**src/rtl/trap_controller.sv**
```systemverilog
// Machine-mode trap entry / mret sequencer: stalls the core and drives the single CSR write port,
// then redirects the PC. Define TRAP_VECTORED_EN to vector interrupts by cause when mtvec[1:0]==2'b01.
module trap_controller #(
  parameter int XLEN   = 32,
  parameter int ADDR_W = 16
) (
  input  logic              clk,
  input  logic              rst_n,
  input  logic              exception,
  input  logic              interrup,
  input  logic [XLEN-1:0]   excep_info,
  input  logic [XLEN-1:0]   pc_current,
  input  logic [XLEN-1:0]   instr,
  input  logic [ADDR_W-1:0] addr_rom,
  input  logic [ADDR_W-1:0] addr_ram,
  input  logic              mret,
  input  logic [XLEN-1:0]   mstatus,
  input  logic [XLEN-1:0]   mtvec,
  input  logic [XLEN-1:0]   mepc,
  output logic              stall,
  output logic              csr_we,
  output logic [11:0]       csr_addr,
  output logic [XLEN-1:0]   csr_wdata,
  output logic              pc_redirect,
  output logic [XLEN-1:0]   pc_target,
  output logic              trap_active
);

  typedef enum logic [2:0] {
    IDLE, W_STATUS, W_EPC, W_CAUSE, W_TVAL, REDIR, R_STATUS, R_REDIR
  } state_t;

  localparam logic [11:0] A_MSTATUS = 12'h300;
  localparam logic [11:0] A_MEPC    = 12'h341;
  localparam logic [11:0] A_MCAUSE  = 12'h342;
  localparam logic [11:0] A_MTVAL   = 12'h343;

  state_t            state_q;
  logic [XLEN-1:0]   pc_q, info_q, tval_q;
  logic              stall_q, csr_we_q, pc_redirect_q, trap_active_q;
  logic [11:0]       csr_addr_q;
  logic [XLEN-1:0]   csr_wdata_q, pc_target_q;

  logic [XLEN-1:0]   tval_d, status_trap, status_mret, tvec_base, trap_target;
  logic              accept_trap;

  assign accept_trap = exception | (interrup & mstatus[3]);

  always_comb begin
    tval_d = '0;
    case (excep_info[3:0])
      4'd0, 4'd1:             tval_d = {{(XLEN-ADDR_W){1'b0}}, addr_rom};
      4'd2:                   tval_d = instr;
      4'd4, 4'd5, 4'd6, 4'd7: tval_d = {{(XLEN-ADDR_W){1'b0}}, addr_ram};
      default:                tval_d = '0;
    endcase
  end

  // Trap: MPIE<=MIE, MIE<=0, MPP<=M. Return: MIE<=MPIE, MPIE<=1.
  always_comb begin
    status_trap     = mstatus;
    status_trap[7]  = mstatus[3];
    status_trap[3]  = 1'b0;
    status_trap[12:11] = 2'b11;
    status_mret     = mstatus;
    status_mret[3]  = mstatus[7];
    status_mret[7]  = 1'b1;
  end

  assign tvec_base = {mtvec[XLEN-1:2], 2'b00};
`ifdef TRAP_VECTORED_EN
  assign trap_target = (mtvec[1:0] == 2'b01 && info_q[XLEN-1])
                     ? tvec_base + {{(XLEN-6){1'b0}}, info_q[3:0], 2'b00}
                     : tvec_base;
`else
  logic unused_mode;
  assign unused_mode = ^mtvec[1:0];
  assign trap_target = tvec_base;
`endif

  // Outputs are registered for the state being entered, so they are valid throughout that state.
  always_ff @(posedge clk or negedge rst_n) begin
    if (!rst_n) begin
      state_q       <= IDLE;
      pc_q          <= '0;
      info_q        <= '0;
      tval_q        <= '0;
      stall_q       <= 1'b0;
      csr_we_q      <= 1'b0;
      csr_addr_q    <= '0;
      csr_wdata_q   <= '0;
      pc_redirect_q <= 1'b0;
      pc_target_q   <= '0;
      trap_active_q <= 1'b0;
    end else begin
      csr_we_q      <= 1'b0;
      csr_addr_q    <= '0;
      csr_wdata_q   <= '0;
      pc_redirect_q <= 1'b0;
      pc_target_q   <= '0;
      case (state_q)
        IDLE: begin
          if (accept_trap) begin
            pc_q        <= pc_current;
            info_q      <= excep_info;
            tval_q      <= tval_d;
            state_q     <= W_STATUS;
            stall_q     <= 1'b1;
            csr_we_q    <= 1'b1;
            csr_addr_q  <= A_MSTATUS;
            csr_wdata_q <= status_trap;
          end else if (mret) begin
            state_q     <= R_STATUS;
            stall_q     <= 1'b1;
            csr_we_q    <= 1'b1;
            csr_addr_q  <= A_MSTATUS;
            csr_wdata_q <= status_mret;
          end
        end
        W_STATUS: begin
          state_q     <= W_EPC;
          csr_we_q    <= 1'b1;
          csr_addr_q  <= A_MEPC;
          csr_wdata_q <= pc_q;
        end
        W_EPC: begin
          state_q     <= W_CAUSE;
          csr_we_q    <= 1'b1;
          csr_addr_q  <= A_MCAUSE;
          csr_wdata_q <= info_q;
        end
        W_CAUSE: begin
          state_q     <= W_TVAL;
          csr_we_q    <= 1'b1;
          csr_addr_q  <= A_MTVAL;
          csr_wdata_q <= tval_q;
        end
        W_TVAL: begin
          state_q       <= REDIR;
          pc_redirect_q <= 1'b1;
          pc_target_q   <= trap_target;
          trap_active_q <= 1'b1;
        end
        R_STATUS: begin
          state_q       <= R_REDIR;
          pc_redirect_q <= 1'b1;
          pc_target_q   <= mepc;
          trap_active_q <= 1'b0;
        end
        default: begin
          state_q <= IDLE;
          stall_q <= 1'b0;
        end
      endcase
    end
  end

  assign stall       = stall_q;
  assign csr_we      = csr_we_q;
  assign csr_addr    = csr_addr_q;
  assign csr_wdata   = csr_wdata_q;
  assign pc_redirect = pc_redirect_q;
  assign pc_target   = pc_target_q;
  assign trap_active = trap_active_q;

endmodule

```
**config.mk**
```make
export PLATFORM = sky130hd
export DESIGN_NAME = trap_controller
export DESIGN_NICKNAME = d
export VERILOG_FILES = /design/src/rtl/trap_controller.sv
export SDC_FILE = /design/constraint.sdc
export NUM_CORES = 1
export LEC_CHECK = 0
export CAP_MARGIN = 0
export CORE_AREA = 5 5 127 153
export CTS_CLUSTER_DIAMETER = 150
export DETAILED_ROUTE_END_ITERATION = 7
export DIE_AREA = 0 0 132 158
export PLACE_DENSITY = 0.8
export REMOVE_ABC_BUFFERS = 1
export SLEW_MARGIN = 25
export SYNTH_ARGS = -nofsm -noshare
export SYNTH_HDL_FRONTEND = slang
export SYNTH_SLANG_ARGS = --single-unit
```
**constraint.sdc**
```tcl
create_clock -name clk -period 2.55 [get_ports clk]
set_clock_uncertainty 0.2 [all_clocks]
set_input_delay 0.255 -clock clk [delete_from_list [all_inputs] [get_ports clk]]
set_output_delay 0.255 -clock clk [all_outputs]
set_load 0.02 [all_outputs]
```
# == Word level (Yosys, flattened, before mapping) ==
# Index checks and enable logic that the tools add are counted.
# op_classes
addsub,0
n_mul,0
div,0
magnitude_cmp,0
eq_ne,12
shift,0
mux,19
n_bitwise,3
reduce_logical,10
# op_table
operator,count
$pmux 32 s4,1
$pmux 32 s3,1
$mux 32,2
$pmux 32 s2,1
$pmux 10 s4,1
$mux 10,2
$pmux 3 s6,1
$eq 4x3->1 const B,4
$eq 3x2->1 const B,2
$eq 3x3->1 const B,2
$mux 3,2
$pmux 1 s2,3
$mux 1,5
$reduce_or 5->1,1
$eq 4x1->1 const B,1
$eq 4x2->1 const B,1
$logic_not 4->1,1
$reduce_and 2->1,2
$reduce_or 2->1,2
$reduce_or 4->1,1
$eq 3x1->1 const B,1
$logic_not 3->1,1
$ne 3x3->1 const B,1
$reduce_or 3->1,1
other kinds (4),4
# totals
register_bits,179
latch_bits,0
ram_bits,0
mem_bits_ro,0
input_bits,229
out_inout_bits,80
elab_cells,55
memories,0

# == Longest topological paths before layout ==
# logic_depth
word_depth,4
depth_mapped,6
ltp_nobuf,3

# == Worst setup path after synthesis ==
# Ideal clock, no wire load.
# synth_path
path_kind,register to register
from,reg state_q[1]
to,reg info_q[2]
setup_ps,128
arrival_ps,1557
t_required_ps,2222
setup_slack_ps,666
path_stages_with_launch,6
path_buffers,2
synth_period_minus_slack_ps,1884
cell_sequence,dfrtp_1 buf_2 or3_4 nor2_8 buf_6 mux2_1
# synth_between
elab_chain_len,2
# synth_rtl
item,line,source
start: declaration,38,state_t state_q;
start signal: assignment,84,state_q <= IDLE;
start signal: assignment,107,state_q <= W_STATUS;
start signal: assignment,113,state_q <= R_STATUS;
$logic_not 3->1,101,case (state_q)
$reduce_and 2->1 (no source line),--,
end signal: assignment,105,info_q <= excep_info;
end: declaration,39,"logic [XLEN-1:0] pc_q, info_q, tval_q;"
# Every way passes these cells.
# A chain may end at the register's enable or synchronous reset.

# == Worst setup path in the final report ==
# layout_path
from,reg state_q[1]
to,"reg csr_wdata_q[30], in the netlist csr_wdata[30]"
# layout_between
elab_chain_len,2
word_cells_on_any_way,5
cone_classes,eq/ne: 3; mux: 1; reduce/logical: 1
# layout_rtl
item,line,source
$eq 3x2->1 (tied with other cells),101,
$pmux 32 s4 (*),101,
end signal: assignment,111,csr_wdata_q <= status_trap;
end signal: assignment,117,csr_wdata_q <= status_mret;
end signal: assignment,124,csr_wdata_q <= pc_q;
end: declaration,42,"logic [XLEN-1:0] csr_wdata_q, pc_target_q;"
# Every way passes the cells marked *; elsewhere a longest branch is shown, timed or not.

==> results <==
- The share of post-route cells with drive strength above 1 is 0.108.
- In the synthesized netlist, the number of instances is 589.
- The core region area is 17900 um2.
- The initial antenna violation count is 0.
- The detailed-route DRC error count is 0.
- The number of nets at the end of the flow is 1104.
- In this run the cell area of the synthesized design comes to 7480 um2.
- CTS saw 171 sinks.
- Setup repair after global routing left no endpoint under its margin.
- For this run, the total global-route usage over all layers was measured as 0.212.
- The later pin in the worst-skew pair is clocked with a latency of 0.41 ns.
- Fill cells in the final layout number 1392.
- Clock tree synthesis inserted a total of 17 buffers.
- No sink is reached through more buffers than the 2 on the longest clock path.
- Gates resized during post-CTS repair numbered 0.
- Counting cells, the worst reg-to-reg path comes to 3.
- The number of global-route vias before repair is 6323.
- The slack of the worst reg-to-reg path is 0.26 ns.
- For this block, the initial DRC count from the detailed router was 407.
- Yosys instantiated no cell more often than sky130_fd_sc_hd__dfrtp_1.
- The repair_antennas step left the layout with diodes totalling 0.
- The synthesized design contains 0 enable-type register cells.
- Sorting the synthesized cells by how often they occur yields sky130_fd_sc_hd__dfrtp_1, sky130_fd_sc_hd__mux2_1, sky130_fd_sc_hd__o2bb2ai_1, sky130_fd_sc_hd__mux2_2, sky130_fd_sc_hd__nor2_1.
- OpenSTA, run right after detailed placement, puts the worst setup slack at 0.136 ns.
- The HPWL after detailed placement is 15600 um.
- The type of the worst min-delay path is in2async.
- The width of the chip is 132 um.
- The capture point of the worst reg-to-reg path is csr_wdata[30]$_DFF_PN0_.
- The count of vias placed by the detailed router is 5920.
- The number of unique standard cell types used by synthesis is 33.
- The post-layout worst setup margin is 0.258 ns.
- The share of synthesized area in the top cell type comes to 0.572.
- By area the synthesized netlist is led by sky130_fd_sc_hd__dfrtp_1, sky130_fd_sc_hd__mux2_1, sky130_fd_sc_hd__mux2_2.
- The worst hold-check slack is 0.157 ns.
- The final number of hold-violating endpoints is 0.
- The number of primary I/O pins is 309.
- The via count normalized by instance count is 5.32.
- In this run, synthesis produced a sequential element count of 171.
- The number of failing setup endpoints in the final timing report is 0.
- The arrival time at the worst endpoint is 2.42 ns.
- Dividing the final minimum period by the clock period gives 0.899.
- The count of synthesis-stage warnings from yosys is 0.
- The clock tree synthesis step divided the H-tree into 4 levels.
- In the final routed layout, each cell accounts on average for 20.1 um.
- The clock root buffer master is sky130_fd_sc_hd__clkbuf_16.
- The part of the Yosys area used for sequential elements is 0.572.
- The count of final max-slew check failures is 0.
- The headroom to the max-slew limit is 0.365.
- The die covers 20900 um2.
- Relative to the synthesized area, the layout overhead comes to 51.8%.
- IR analysis of the VDD net gives a maximum drop of 0.519 mV.
- The run finished with clean final reports.
- The floorplan has 54 rows.
- Data on the critical path is required at its endpoint by 2.68 ns.
- The dominant cell type by area after synthesis is sky130_fd_sc_hd__dfrtp_1.
- The detail route stage leaves a number of antenna-violating nets equal to 0.
- The average footprint of a synthesized cell is 12.7 um2.
- TritonCTS built the clock tree.
- Setup total negative slack on the finished layout was measured at 0 ns.
- The first global-routing pass estimated 34900 um of wire.
- The maximum number of pins on one net before global-route repair is 72.
- The quantity of I/O buffers inserted on ports is 299.
- For this configuration, the core starts out at a cell density of 0.418.
- The critical path launch point type is a flop.
- The async set or reset register ratio after synthesis is 1.00.
- The endpoint type of the worst setup path is a flop.
- The highest achievable clock rate is 436 MHz.
- The maximum fanout count along the critical path is 30.
- Before antenna repair, the detailed router went through 6 iterations.
- The total overflow left after global routing is 0.
- The critical setup path kind is reg2reg.
- Across the run, the number of max-cap violations was 0.
- The transition at the pin with the smallest max-transition slack is 0.950 ns.
- For this design the ratio of total power to cell area is 1050 nW/um2.
- The post-layout minimum cycle time is 2.29 ns.
- The die height is 158 um.
- The dominant register cell in the synthesized netlist is sky130_fd_sc_hd__dfrtp_1.
- Wires add up to 22400 um.
- The utilization after layout is 0.634.
- The leakage power is 4.72 nW.
- The routability congestion estimate from global placement is 0.760.
- Clock-pin slew was measured on the worst setup and hold paths at 0.07 ns.
- The critical register-to-register path startpoint is state_q[1]$_DFFE_PN0P_.
- Power comes to 0.0119 W.
==> placed cells by master, fill, tap and decap left out, types with 2 or more instances in the layout <==
cell type,count
sky130_fd_sc_hd__a21o_1,4
sky130_fd_sc_hd__a21oi_1,6
sky130_fd_sc_hd__a222oi_1,16
sky130_fd_sc_hd__a22oi_1,32
sky130_fd_sc_hd__and3_1,2
sky130_fd_sc_hd__buf_12,5
sky130_fd_sc_hd__buf_4,14
sky130_fd_sc_hd__bufinv_16,4
sky130_fd_sc_hd__clkbuf_1,2
sky130_fd_sc_hd__clkbuf_16,17
sky130_fd_sc_hd__clkdlybuf4s50_1,298
sky130_fd_sc_hd__clkinvlp_4,4
sky130_fd_sc_hd__conb_1,7
sky130_fd_sc_hd__dfrtp_1,168
sky130_fd_sc_hd__dfrtp_2,2
sky130_fd_sc_hd__inv_1,4
sky130_fd_sc_hd__inv_6,2
sky130_fd_sc_hd__mux2_1,60
sky130_fd_sc_hd__mux2_2,35
sky130_fd_sc_hd__mux2i_1,30
sky130_fd_sc_hd__nand2_1,20
sky130_fd_sc_hd__nand2b_1,2
sky130_fd_sc_hd__nor2_1,35
sky130_fd_sc_hd__nor2b_1,17
sky130_fd_sc_hd__o21ai_0,33
sky130_fd_sc_hd__o21ai_1,3
sky130_fd_sc_hd__o22ai_1,2
sky130_fd_sc_hd__o2bb2ai_1,45
==> worst max-delay path, stage by stage (launching register included) <==
cell                        delay (ns)
sky130_fd_sc_hd__dfrtp_4          0.49
sky130_fd_sc_hd__or3_4            0.53
sky130_fd_sc_hd__nor2_4           0.79
sky130_fd_sc_hd__o2bb2ai_1        0.20
==> per-layer routing <==
layer | routed length (um) | global-route usage | vias to the layer above
met5 | 0 | 0 | -
met4 | 468 | 0.0691 | 0
met3 | 1580 | 0.0604 | 33
met2 | 11500 | 0.372 | 246
met1 | 8860 | 0.252 | 2928
li1 | - | - | 2713
==> report_power, final <==
group	total [W]	internal, W	switching [W]
Sequential	0.00421	0.00378	0.000436
Clock	0.00277	0.00168	0.00109
Combinational	0.00489	0.00242	0.00247
Total	0.0119	0.00788	0.00399
==> repair_timing <==
item / in CTS / in global routing
endpoints found under the hold margin: 123 / 0
endpoints found under the setup margin: 0 / 0
hold buffers: 1 / 0
buffers inserted: 0 / 0
==> worst max path at each step <==
| stage | from | to |
|---|---|---|
| 5_1_grt | state_q[1]$_DFFE_PN0P_ | csr_wdata[31]$_DFF_PN0_ |
| 2_1_floorplan | state_q[1]$_DFFE_PN0P_ | csr_wdata[11]$_DFF_PN0_ |
| 3_3_place_gp | excep_info[1] | tval_q[15]$_DFFE_PN0P_ |
| 3_5_place_dp | excep_info[1] | tval_q[5]$_DFFE_PN0P_ |
| 4_1_cts | state_q[1]$_DFFE_PN0P_ | csr_wdata[30]$_DFF_PN0_ |
| 6_report | state_q[1]$_DFFE_PN0P_ | csr_wdata[30]$_DFF_PN0_ |
==> sequential cells by signal (all words and copies together), names as in the netlist, 3 cells and up <==
name / cells
csr_addr: 4
csr_wdata: 32
info_q: 32
pc_q: 32
pc_target: 32
state_q: 3
tval_q: 32
==> per-stage QoR <==
stage | cells | instance area (um2)
after floorplan | 537 | 7180
after global placement | 1079 | 10700
after detailed placement | 1079 | 10700
after CTS | 1112 | 11300
after global routing | 1112 | 11400
final | 1112 | 11400
==> logic make-up after synthesis <==
group	after synthesis	synth area share
AOI/OAI and AO/OA	145	0.144
other	1	0.000501
DFF	171	0.572
muxes	125	0.183
and+or+nand+nor	85	0.0560
buffers and inverters	62	0.0443
==> layout make-up <==
type | instances | area (um2) | share of cell area
tap | 224 | 280 | 0.0247
clock buffer | 20 | 447 | 0.0393
timing repair buffer | 319 | 3210 | 0.283
sequential | 171 | 4290 | 0.377
multi-input combinational | 362 | 2930 | 0.258
clock inverter | 12 | 188 | 0.0165
inverter | 4 | 15.0 | 0.00132
Note: power is estimated with default switching activity, not from simulation.
